### config.mk
export PLATFORM = sky130hd
export DESIGN_NAME = vga_timing_gen
export DESIGN_NICKNAME = d
export VERILOG_FILES = /design/src/rtl/vga_timing_gen.sv
export SDC_FILE = /design/constraint.sdc
export NUM_CORES = 1
export LEC_CHECK = 0
export ABC_AREA = 1
export BUFFER_PORTS_ARGS = -buffer_cell sky130_fd_sc_hd__buf_4
export CORE_ASPECT_RATIO = 0.75
export CORE_UTILIZATION = 45
export CTS_CLUSTER_SIZE = 28
export DETAILED_ROUTE_END_ITERATION = 12
export HOLD_SLACK_MARGIN = 0.15
export MAX_ROUTING_LAYER = met4
export PLACE_DENSITY = 0.67
export RECOVER_POWER = 25
export SLEW_MARGIN = 10
export SYNTH_ARGS = -nofsm -noshare
export SYNTH_HDL_FRONTEND = slang
export SYNTH_SLANG_ARGS = --single-unit
export TNS_END_PERCENT = 30
### constraint.sdc
create_clock -name clk -period 2.4 [get_ports clk]
set_input_delay 0.48 -clock clk [delete_from_list [all_inputs] [get_ports clk]]
set_output_delay 0.48 -clock clk [all_outputs]
set_load 0.01 [all_outputs]
### src/rtl/vga_timing_gen.sv
// VGA pixel-timing generator: sync pulses, active-video flag, pixel coordinates,
// line/frame strobes and a free-running frame counter, all registered and skew-free.
module vga_timing_gen #(
  parameter int unsigned H_DISPLAY  = 640,
  parameter int unsigned H_FRONT    = 16,
  parameter int unsigned H_SYNC     = 96,
  parameter int unsigned H_BACK     = 48,
  parameter int unsigned V_DISPLAY  = 480,
  parameter int unsigned V_FRONT    = 10,
  parameter int unsigned V_SYNC     = 2,
  parameter int unsigned V_BACK     = 33,
  parameter bit          H_SYNC_POL = 1'b0,
  parameter bit          V_SYNC_POL = 1'b0
) (
  input  logic       clk,
  input  logic       reset,
  input  logic       pix_tick,
  output logic       hsync,
  output logic       vsync,
  output logic       display_on,
  output logic [9:0] hpos,
  output logic [9:0] vpos,
  output logic       line_start,
  output logic       frame_start,
  output logic [7:0] frame_cnt
);

  localparam int unsigned CW      = 10;
  localparam int unsigned EW      = CW + 1;
  localparam int unsigned FW      = 8;
  localparam int unsigned H_TOTAL = H_DISPLAY + H_FRONT + H_SYNC + H_BACK;
  localparam int unsigned V_TOTAL = V_DISPLAY + V_FRONT + V_SYNC + V_BACK;

  if (H_TOTAL > 1024 || V_TOTAL > 1024) begin : g_bad_params
    $error("vga_timing_gen: H_TOTAL and V_TOTAL must not exceed 1024");
  end

  localparam logic [CW-1:0] H_LAST   = CW'(H_TOTAL - 1);
  localparam logic [CW-1:0] V_LAST   = CW'(V_TOTAL - 1);
  // Bounds carried one bit wider so an end value of 1024 still compares correctly.
  localparam logic [EW-1:0] H_ACT    = EW'(H_DISPLAY);
  localparam logic [EW-1:0] V_ACT    = EW'(V_DISPLAY);
  localparam logic [EW-1:0] HS_START = EW'(H_DISPLAY + H_FRONT);
  localparam logic [EW-1:0] HS_END   = EW'(H_DISPLAY + H_FRONT + H_SYNC);
  localparam logic [EW-1:0] VS_START = EW'(V_DISPLAY + V_FRONT);
  localparam logic [EW-1:0] VS_END   = EW'(V_DISPLAY + V_FRONT + V_SYNC);

  logic          h_last;
  logic          v_last;
  logic [CW-1:0] h_nxt;
  logic [CW-1:0] v_nxt;
  logic [EW-1:0] h_ext;
  logic [EW-1:0] v_ext;
  logic          disp_nxt;
  logic          hs_act_nxt;
  logic          vs_act_nxt;

  // Next coordinates and the flags decoded from them, so flags land with the counters.
  always_comb begin
    h_last     = (hpos == H_LAST);
    v_last     = (vpos == V_LAST);
    h_nxt      = hpos + CW'(1);
    v_nxt      = vpos;
    if (h_last) begin
      h_nxt = '0;
      v_nxt = v_last ? '0 : vpos + CW'(1);
    end
    h_ext      = {1'b0, h_nxt};
    v_ext      = {1'b0, v_nxt};
    disp_nxt   = (h_ext < H_ACT) && (v_ext < V_ACT);
    hs_act_nxt = (h_ext >= HS_START) && (h_ext < HS_END);
    vs_act_nxt = (v_ext >= VS_START) && (v_ext < VS_END);
  end

  always_ff @(posedge clk or posedge reset) begin
    if (reset) begin
      hpos        <= '0;
      vpos        <= '0;
      frame_cnt   <= '0;
      hsync       <= ~H_SYNC_POL;
      vsync       <= ~V_SYNC_POL;
      display_on  <= 1'b1;
      line_start  <= 1'b0;
      frame_start <= 1'b0;
    end else if (pix_tick) begin
      hpos        <= h_nxt;
      vpos        <= v_nxt;
      display_on  <= disp_nxt;
      hsync       <= hs_act_nxt ? H_SYNC_POL : ~H_SYNC_POL;
      vsync       <= vs_act_nxt ? V_SYNC_POL : ~V_SYNC_POL;
      line_start  <= h_last;
      frame_start <= h_last && v_last;
      if (h_last && v_last) begin
        frame_cnt <= frame_cnt + FW'(1);
      end
    end else begin
      line_start  <= 1'b0;
      frame_start <= 1'b0;
    end
  end

endmodule

==> metrics.cfg <==
[outcome]
status = complete, but fails checks
violations = capacitance limit, slew limit

[drt]
num_vias = 1857
final_antenna_net_count = 0
routed_wirelength_um = 4670
first_pass_iters = 5
drc = 0
wl_per_cell_um = 12.7
drt_iter0_drc = 122
viasPerCell = 5.07

[clock_network]
cts_tree = done
cts.reportedPaths.clkPinSlew_ns = 0.08
cts_hold_buf = 0
clockBufferDepth = 2
clockRootBuffer = clkbuf_8
cts_made_buffers = 5
clock_latency_ns = 0.29
cts.sinks = 33
cts_resized = 0
htreeDepth = 2
post_cts_buffers = 0

[global_route]
grt_use_met1 = 0.331
grtUsageMet2 = 0.342
grt_pass1_wl_um = 8090
antenna_found_initial = 0
use_met3 = 0.0523
grt_max_degree = 34
globalRouteTotalUtil = 0.235
overflow = 0
grt_pass1_vias = 1767
busiest_layer = met2

[sta]
setup_viol = 0
worst_pin_slew_ns = 1.71
fmax_mhz = 526
finalSetupTns_ns = 0
fin_crit_sh = 0.792
min_period_ns = 1.90
slew_viol_final = 34
relSlewSlack = -0.137
hold_viol = 0
clock-skew-final_ns = 0.0128
rsz0062_at_grt = false

[worst_setup_path]
required_ns = 2.58
cp.arrival_ns = 2.08
crit_type = flop to flop
critPathSlowestCell = dfrtp_1
crit_fanout = 9
crit_chain = ha_1, nand2_2, nor2_8, inv_2, nor2_4, nand2_1, nor2_2, nand4_1, xnor2_1
end_kind = flop
slowest_delay_ns = 0.41
worst_setup_path_start_kind = flop

[pwr]
peakVddDrop_uv = 655
power_mw = 1.93
power.density_nw_per_um2 = 789
leakagePower_nw = 1.27

[synthesis]
yosys_register_bits = 33
syn_avg_cell_area_um2 = 7.31
ys_types = 27
netlist_area_um2 = 1970
synthFlopType = dfrtp_1
synth_edf_count = 0
async_reset_ff_frac = 1.00
syn_inst = 270
yosysTopAreaCell = dfrtp_1
seq_area_frac_synth = 0.420
syn-num-nets = 277
ys_warn_count = 0
synth.area.top_cells = dfrtp_1 38%, nand2_1 16%, inv_1 6.7%
yosys.area.top_type_share = 0.380

[finish]
diodes = 0
nets = 317
final_common_cell = nand2_1
area_growth_pct = 23.6
final_util = 0.591
layout_common_cells = 83 x nand2_1, 35 x inv_1, 35 x buf_4
drive_above_1_share = 0.190

[die]
die_h_um = 59.4
ios = 36
num_rows = 20
die_area_um2 = 4660
initial_core_util = 0.478
die_w_um = 78.5
core_area_um2 = 4130

[run]
cap_viol_max_count = 1

[placed_design]
dpl.hpwl_um = 3390
io_buffers = 35
place.gp.congestion = 0.897

[hold_path]
hold_class = flop to flop

-- layout make-up --
| class | count | area (µm²) |
|---|---|---|
| Tap cell | 55 | 68.8 |
| Inverter | 36 | 135 |
| Fill cell | 404 | 1690 |
| Timing Repair Buffer | 37 | 274 |
| Multi-Input combinational cell | 197 | 995 |
| Clock inverter | 3 | 68.8 |
| Sequential cell | 33 | 830 |
| Clock buffer | 5 | 68.8 |
-- worst paths after layout --
check	start	cells after the start	endpoint	slack, ns
max reg2reg	hpos[0]$_DFFE_PP0P_	9	frame_cnt[7]$_DFFE_PP0P_	0.50
min	frame_cnt[7]$_DFFE_PP0P_	1	frame_cnt[7]$_DFFE_PP0P_	0.48
min in group asynchronous	reset	3	hpos[1]$_DFFE_PP0P_	0.78
max in group asynchronous	reset	3	vpos[8]$_DFFE_PP0P_	0.61
min reg2reg	frame_cnt[7]$_DFFE_PP0P_	1	frame_cnt[7]$_DFFE_PP0P_	0.48
max	hpos[0]$_DFFE_PP0P_	9	frame_cnt[7]$_DFFE_PP0P_	0.50
-- Yosys cell counts, types with 4 or more instances --
cell type  count
nand2_1       83
nand3_1       22
inv_1         35
nor2_2         4
ha_1           4
nand4_1        9
xor2_1         4
o21ai_0       17
dfrtp_1       30
xnor2_1        6
clkbuf_1       4
nor2_1        33
-- stage by stage --
stage | setup WS (ns) | std cells | cell area (µm²) | hold slack [ns]
finish | 0.499 | 366 | 2440 | 0.478
detailed placement | 0.509 | 358 | 2310 | 0.474
CTS | 0.491 | 366 | 2440 | 0.288
global route | 0.199 | 366 | 2440 | 0.502
floorplan | 0.672 | 270 | 1970 | 0.474
global placement | 0.544 | 358 | 2310 | 0.459
-- flip-flops by register name (all words and copies together), names as in the netlist --
| name | flops |
|---|---|
| hsync | 1 |
| display_on | 1 |
| frame_cnt | 8 |
| vsync | 1 |
| vpos | 10 |
| frame_start | 1 |
| hpos | 10 |
| line_start | 1 |
-- where the power goes --
group,switching [mW],leakage (nW),internal (mW)
combinational,0.306,0.784,0.220
sequential,0.120,0.417,0.640
clock,0.221,0.0687,0.418
-- layer usage --
layer  vias to the layer above  routed length [µm]
li1                        937                   -
met1                       848                2290
met2                        67                1990
met3                         5                 350
met4                         0                  30
met5                         -                   0
-- worst max-delay path, delay by kind of cell, from the launching register on --
family	cells	cell delay (ns)
buffers and inverters	1	0.08
xor gates and xnor gates	1	0.15
DFF	1	0.41
and+or+nand+nor	6	0.93
adders and majority gates	1	0.20
-- cell families after synthesis --
logic type,count (synthesis),share of synthesized area
multiplexers,1,0.00570
AND/OR/NAND/NOR,159,0.366
buffers and inverters,40,0.0760
adder cells (fa/ha/maj),4,0.0253
XOR/XNOR,10,0.0444
flip-flops,33,0.420
AO/OA/AOI/OAI,23,0.0627
Power figures use the tool's default switching activity.
